$ cat src/rtl/rsff_seq.sv
// Sequencer turning single-cycle set/clear requests into guarded active-low pulses for a NAND SR latch.
// Optional readback checker enabled by defining RSFF_SEQ_CHECK_EN.
module rsff_seq #(
    parameter int PULSE_W = 2,
    parameter int GUARD_W = 1,
    parameter int CNT_W   = 4
) (
    input  logic clk,
    input  logic reset_n,
    input  logic set_req,
    input  logic clr_req,
    input  logic latch_q,
    output logic set_n,
    output logic clr_n,
    output logic busy,
    output logic done,
    output logic q_exp,
    output logic err
);

    localparam logic [1:0] ST_IDLE  = 2'd0;
    localparam logic [1:0] ST_SET_P = 2'd1;
    localparam logic [1:0] ST_CLR_P = 2'd2;
    localparam logic [1:0] ST_GUARD = 2'd3;

    localparam logic [CNT_W-1:0] PULSE_LD = CNT_W'(PULSE_W - 1);
    localparam logic [CNT_W-1:0] GUARD_LD = CNT_W'(GUARD_W - 1);
    localparam logic [CNT_W-1:0] CNT_ZERO = {CNT_W{1'b0}};
    localparam logic [CNT_W-1:0] CNT_ONE  = {{(CNT_W-1){1'b0}}, 1'b1};

    logic [1:0]       state_r;
    logic [1:0]       state_nxt_s;
    logic [CNT_W-1:0] cnt_r;
    logic [CNT_W-1:0] cnt_nxt_s;
    logic             pend_set_r;
    logic             pend_clr_r;
    logic             pend_set_nxt_s;
    logic             pend_clr_nxt_s;
    logic             q_exp_r;
    logic             q_exp_nxt_s;
    logic             done_nxt_s;
    logic             set_n_r;
    logic             clr_n_r;
    logic             busy_r;
    logic             done_r;

    // Next-state decode; clear wins over set so a simultaneous pair nets q=1.
    always_comb begin
        state_nxt_s    = state_r;
        cnt_nxt_s      = cnt_r;
        pend_set_nxt_s = pend_set_r | set_req;
        pend_clr_nxt_s = pend_clr_r | clr_req;
        q_exp_nxt_s    = q_exp_r;
        case (state_r)
            ST_IDLE: begin
                if (pend_clr_nxt_s) begin
                    state_nxt_s    = ST_CLR_P;
                    cnt_nxt_s      = PULSE_LD;
                    pend_clr_nxt_s = 1'b0;
                end else if (pend_set_nxt_s) begin
                    state_nxt_s    = ST_SET_P;
                    cnt_nxt_s      = PULSE_LD;
                    pend_set_nxt_s = 1'b0;
                end else begin
                    cnt_nxt_s      = CNT_ZERO;
                end
            end
            ST_SET_P, ST_CLR_P: begin
                if (cnt_r == CNT_ZERO) begin
                    state_nxt_s = ST_GUARD;
                    cnt_nxt_s   = GUARD_LD;
                    q_exp_nxt_s = (state_r == ST_SET_P);
                end else begin
                    cnt_nxt_s   = cnt_r - CNT_ONE;
                end
            end
            ST_GUARD: begin
                if (cnt_r == CNT_ZERO) begin
                    state_nxt_s = ST_IDLE;
                    cnt_nxt_s   = CNT_ZERO;
                end else begin
                    cnt_nxt_s   = cnt_r - CNT_ONE;
                end
            end
            default: begin
                state_nxt_s = ST_IDLE;
                cnt_nxt_s   = CNT_ZERO;
            end
        endcase
        done_nxt_s = (state_nxt_s == ST_GUARD) && (cnt_nxt_s == CNT_ZERO);
    end

    // State, counter, pending flags and outputs, all registered from next-state values.
    always_ff @(posedge clk or negedge reset_n) begin
        if (!reset_n) begin
            state_r    <= ST_IDLE;
            cnt_r      <= CNT_ZERO;
            pend_set_r <= 1'b0;
            pend_clr_r <= 1'b0;
            q_exp_r    <= 1'b0;
            set_n_r    <= 1'b1;
            clr_n_r    <= 1'b1;
            busy_r     <= 1'b0;
            done_r     <= 1'b0;
        end else begin
            state_r    <= state_nxt_s;
            cnt_r      <= cnt_nxt_s;
            pend_set_r <= pend_set_nxt_s;
            pend_clr_r <= pend_clr_nxt_s;
            q_exp_r    <= q_exp_nxt_s;
            set_n_r    <= (state_nxt_s != ST_SET_P);
            clr_n_r    <= (state_nxt_s != ST_CLR_P);
            busy_r     <= (state_nxt_s != ST_IDLE);
            done_r     <= done_nxt_s;
        end
    end

    assign set_n = set_n_r;
    assign clr_n = clr_n_r;
    assign busy  = busy_r;
    assign done  = done_r;
    assign q_exp = q_exp_r;

`ifdef RSFF_SEQ_CHECK_EN
    logic sync1_r;
    logic sync2_r;
    logic err_r;

    // Resynchronise latch_q and latch a readback mismatch so err is visible in the done cycle.
    always_ff @(posedge clk or negedge reset_n) begin
        if (!reset_n) begin
            sync1_r <= 1'b0;
            sync2_r <= 1'b0;
            err_r   <= 1'b0;
        end else begin
            sync1_r <= latch_q;
            sync2_r <= sync1_r;
            err_r   <= err_r | (done_nxt_s & (sync2_r ^ q_exp_nxt_s));
        end
    end

    assign err = err_r;
`else
    logic unused_latch_q_s;
    assign unused_latch_q_s = latch_q;
    assign err = 1'b0;
`endif

endmodule

$ cat config.mk
export PLATFORM = sky130hd
export DESIGN_NAME = rsff_seq
export DESIGN_NICKNAME = d
export VERILOG_FILES = /design/src/rtl/rsff_seq.sv
export SDC_FILE = /design/constraint.sdc
export NUM_CORES = 1
export LEC_CHECK = 0
export BUFFER_PORTS_ARGS = -buffer_cell sky130_fd_sc_hd__buf_2
export CAP_MARGIN = 0
export CORE_UTILIZATION = 38
export CTS_BUF_LIST = sky130_fd_sc_hd__clkbuf_8 sky130_fd_sc_hd__clkbuf_16
export CTS_CLUSTER_SIZE = 40
export DETAILED_ROUTE_END_ITERATION = 8
export GPL_ROUTABILITY_DRIVEN = 0
export PLACE_DENSITY = 0.65
export SYNTH_ARGS = -nofsm -noshare
export SYNTH_HDL_FRONTEND = slang
export SYNTH_SLANG_ARGS = --single-unit
export TNS_END_PERCENT = 50
$ cat constraint.sdc
create_clock -name clk -period 4.79 [get_ports clk]
set_input_delay 0.958 -clock clk [delete_from_list [all_inputs] [get_ports clk]]
set_output_delay 0.958 -clock clk [all_outputs]
set_load 0.1 [all_outputs]
Yosys cells after proc, flatten, opt, wreduce, memory -nomap -nowiden
Index checks and enable logic that the tools add are counted.

Bits in registers: 13. Output and inout port bits: 6. Bits of input ports: 5.

Add/sub/neg operators: 1. Reduce and logical (&&, ||, !) cells: 8. Eq/ne operators: 6. Bitwise operators: 2. Mux-type cells: 12.

Operator list (number): 4-bit logical NOT (2); 2-bit two-way mux (4); 4-bit one-hot mux with 2 select lines (1); 2-bit == test (second input constant) (3); 2-bit one-hot mux with 3 select lines (1); 1-bit two-way mux (5); 4-bit two-way mux (1); 4-bit by 1-bit subtractor with 4-bit output (second input constant) (1); 3-bit OR reduction (1); 2-bit by 1-bit == test with 1-bit output (second input constant) (1); 2-bit logical NOT (1); 2-bit by 1-bit != test with 1-bit output (second input constant) (1); 2-bit != test (second input constant) (1); 1-bit bitwise OR (2); 2-bit AND reduction (1); 2-bit nonzero test (1); 2-bit OR reduction (1); 1-bit logical AND (1).

Depth between registers and ports, before layout
Word-level depth: 6. Depth in mapped cells: 7.

Worst setup path after synthesis
No wires, ideal clock.

Path type: input to register. Start: input port clr_req. End: register done_r, in the netlist done. Data arrival time: 1.935 ns. Library setup time: 0.096 ns. Buffers on the path: 0. Path slack: 2.759 ns. Stages on the path: 4. Cell sequence: or2_4 a21o_1 a221o_2 nor4_2.

Word-level cells in the longest chain between the ends: 5. Elaborated cells on any way between the ends: 8. Those cells by class: 1 x eq/ne; 4 x mux; 1 x bitwise; 2 x reduce/logical.

RTL lines: start: declaration (RTL line 11) `input logic clr_req,`; 1-bit bitwise OR * (RTL line 52) `pend_clr_nxt_s = pend_clr_r | clr_req;`; 2-bit two-way mux or 1-bit two-way mux (tied branches) (RTL line 56) `if (pend_clr_nxt_s) begin`; 2-bit one-hot mux with 3 select lines or 4-bit one-hot mux with 2 select lines (tied branches) (RTL line 54) `case (state_r)`; 2-bit == test or 4-bit logical NOT (tied branches) (RTL line 90) `done_nxt_s = (state_nxt_s == ST_GUARD) && (cnt_nxt_s == CNT_ZERO);`; 1-bit logical AND * (RTL line 90); named net done_nxt_s (RTL line 41) `logic done_nxt_s;`; end signal: assignment (RTL line 114) `done_r <= done_nxt_s;`; end: declaration (RTL line 45) `logic done_r;`.

Mark *: on every way through the listed nets, which the timed path passes. The rest lies on a longest branch. A chain may end at the register's enable or synchronous reset.

Worst setup path after layout
Start: register set_n_r, in the netlist set_n. End: output port set_n.

RTL lines: start: declaration (RTL line 42) `logic set_n_r;`; start signal: assignment (RTL line 111) `set_n_r <= (state_nxt_s != ST_SET_P);`; end: declaration (RTL line 13) `output logic set_n,`.

No word-level cell between the ends.

==> PnR_summary.wiki <==
{| class="wikitable"
! Metric !! Value
|-
| Result of the run || complete, no violations
|-
| Placement Rows || 14
|-
| Crit path required time || approximately 3800 ps
|-
| Final antenna-violating net count || 0
|-
| Antenna violations before repair || 0
|-
| Kind of critical path || register to output pin
|-
| Area of the die || 0.00190 mm²
|-
| Number of DRC violations after detailed-routing iteration 0 || 10
|-
| Final Core Density || 48.1%
|-
| Clock tree from TritonCTS || built
|-
| Met3 routing resource usage after global routing || ~6.3%
|-
| Post-CTS Hold Fix Bufs || 0
|-
| Maximum number of pins on one net before global-route repair || 14
|-
| Number of buffers inserted to repair setup after CTS || 0
|-
| Number of levels in the clock H-tree || 1
|-
| Hold depth || 1
|-
| Post-synthesis sequential element count || 13
|-
| Die height || about 44 µm
|-
| CP Depth || 1
|-
| Layout area overhead || 13.9%
|-
| Sink Count || 13
|-
| Count of input and output buffers || 8
|-
| Warning count from the yosys run || 0
|-
| Yosys cell types || 30
|-
| Count of flip-flops with a built-in enable after synthesis || 0
|-
| Most Crowded Layer GR || met2
|-
| Net count after synthesis || 68
|-
| Proportion of register bits with asynchronous set or reset after synthesis || between 90% and 100%
|-
| Crit path launch type || register
|-
| Peak per-stage delay on the critical path || 520 ps
|-
| Arrival time of data at the critical path endpoint || approximately 1200 ps
|-
| Cell at the root of the clock tree || sky130_fd_sc_hd__clkbuf_8
|-
| Mapped Area || 658 µm²
|-
| Most common library cell in the layout ignoring fill and taps || sky130_fd_sc_hd__dfrtp_1
|-
| Number of standard cells after synthesis || just under 60
|-
| Number of buffers created by CTS || 3
|-
| Clock latency on the worst-skew pair || roughly 240 ps
|-
| Cell with the biggest individual delay on the critical path || sky130_fd_sc_hd__dfstp_2
|-
| Family with the most delay on the worst path || flip-flops
|-
| Number of buffers and inverters on the critical path || 1
|-
| Proportion of synthesized chip area in sequential cells || between 40 and 50%
|-
| Fillers || roughly 140
|-
| Fraction of layout cells with a size suffix above 1 || about 32%
|-
| Post-Layout Cell Count || 84
|-
| DR DRC count || 0
|-
| Post-CTS sizing || 0
|-
| Vias per cell || about 5.1
|-
| Worst R2R Setup Slack || 3000 ps
|-
| Number of primary I/O pins || 11
|-
| Max Fclk || around 470 MHz
|-
| Top library cells by usage in the layout, fill and taps aside || sky130_fd_sc_hd__dfrtp_1 (11), sky130_fd_sc_hd__buf_2 (8), sky130_fd_sc_hd__nor2_1 (6)
|-
| Total global routing track utilization || between 10% and 20%
|-
| Period utilization || approximately 44%
|-
| Die boundary width || 43.6 µm
|-
| Number of endpoints failing setup at the final stage || 0
|-
| GR Util met1 || around 17%
|-
| CTS clk-pin slew, worst paths || 50 ps
|-
| Detailed-placement wirelength estimate || 827 µm
|-
| Skew final || between 1 and 1.5 ps
|-
| Endpoints failing hold || 0
|-
| Number of global-route vias before repair || between 400 and 500
|-
| Placed Cells incl. Taps || 80
|-
| Routed vias || approximately 430
|-
| Wire length per cell after detailed routing || roughly 13 µm
|-
| NumNets Final || 79
|-
| Routed WL || between 1 and 1.5 mm
|-
| Mapped Avg Cell Area || 11.3 µm²
|-
| Grt ovf || 0
|-
| Critical path, cell by cell || buf_2
|-
| Met2 Usage GRT || ~21%
|-
| Area of the core || around 0.0016 mm²
|-
| Number of buffers on the longest clock path || 2
|-
| Primary FF master, synth || sky130_fd_sc_hd__dfrtp_1
|-
| RSZ-0062 raised after global routing || false
|-
| Clock period minus final worst setup slack || ~2100 ps
|-
| Worst reg2reg path depth || 6
|-
| First-pass GRT wire length || between 1.5 and 2 mm
|-
| Hold WC Path Type || register to register
|-
| Starting density of the core || 42.2%
|-
| Number of detailed-routing iterations run before antenna repair || 4
|-
| Crit path max fanout || 1
|-
| Number of pins exceeding their max-slew limit in the final report || 0
|-
| Maxcap violations || 0
|-
| Count of antenna diodes in the layout || 0
|-
| Element type at the critical path end || output pin
|-
| Total negative setup slack || 0 ps
|}
-- routing by layer --
layer	up-vias	share of wire, %
met2	9	50
met1	202	44
met3	2	4.8
met5	-	0
met4	0	0.95
li1	213	-
-- per-stage QoR --
step	worst slack (ps)	area (µm²)	hold WS, ps
5_1_grt	2630	749	513
4_1_cts	2650	749	502
6_report	2660	749	491
3_3_place_gp	2580	703	478
2_1_floorplan	2760	658	473
3_5_place_dp	2600	703	490
-- sequential cells by signal (all words and copies together) (netlist names) --
name and cells:
clr_n 1, state_r 2, busy 1, cnt_r 4
q_exp 1, done 1, set_n 1, pend_clr_r 1
pend_set_r 1
-- path summary, 6_finish.rpt --
kind / startpoint / end
setup / recovery: set_n$_DFF_PN1_ / set_n
hold / removal: q_exp$_DFFE_PN0P_ / q_exp$_DFFE_PN0P_
setup reg to reg: state_r[1]$_DFF_PN0_ / set_n$_DFF_PN1_
hold reg to reg: q_exp$_DFFE_PN0P_ / q_exp$_DFFE_PN0P_
max in group asynchronous: reset_n / clr_n$_DFF_PN1_
min in group asynchronous: reset_n / pend_clr_r$_DFF_PN0_
-- Yosys cell counts (all sizes together) (2+ instances only) --
cell type  instances  area (µm²)
nand2              3        11.3
inv                6        22.5
dfrtp             11         275
ha                 5        62.6
nor4               2        18.8
dfstp              2        52.6
a21oi              3        18.8
or2                2        15.0
nor2               6        22.5
buf                2        15.0
-- logic make-up after synthesis --
group | Yosys count | synth area share (%)
AND/OR/NAND/NOR | 18 | 17.5
XOR/XNOR | 1 | 1.33
multiplexers | 2 | 3.23
flip-flops | 13 | 49.8
other | 1 | 0.570
buffers and inverters | 8 | 5.70
AO/OA/AOI/OAI | 10 | 12.4
adder cells (fa/ha/maj) | 5 | 9.51
-- layout make-up --
| cell class | count | area (µm²) | share of cell area [%] |
|---|---|---|---|
| clock buffers | 3 | 41.3 | 5.51 |
| repair buffers | 8 | 40.0 | 5.34 |
| multi-input cells | 37 | 293 | 39.1 |
| well taps | 16 | 20.0 | 2.67 |
| clock inverters | 1 | 5.00 | 0.668 |
| flip-flops and latches | 13 | 328 | 43.7 |
| inverters | 6 | 22.5 | 3.01 |
Power is left out: the tool's default activity adds up to more than one toggle a clock period on the data nets, which glitch-free logic cannot reach.
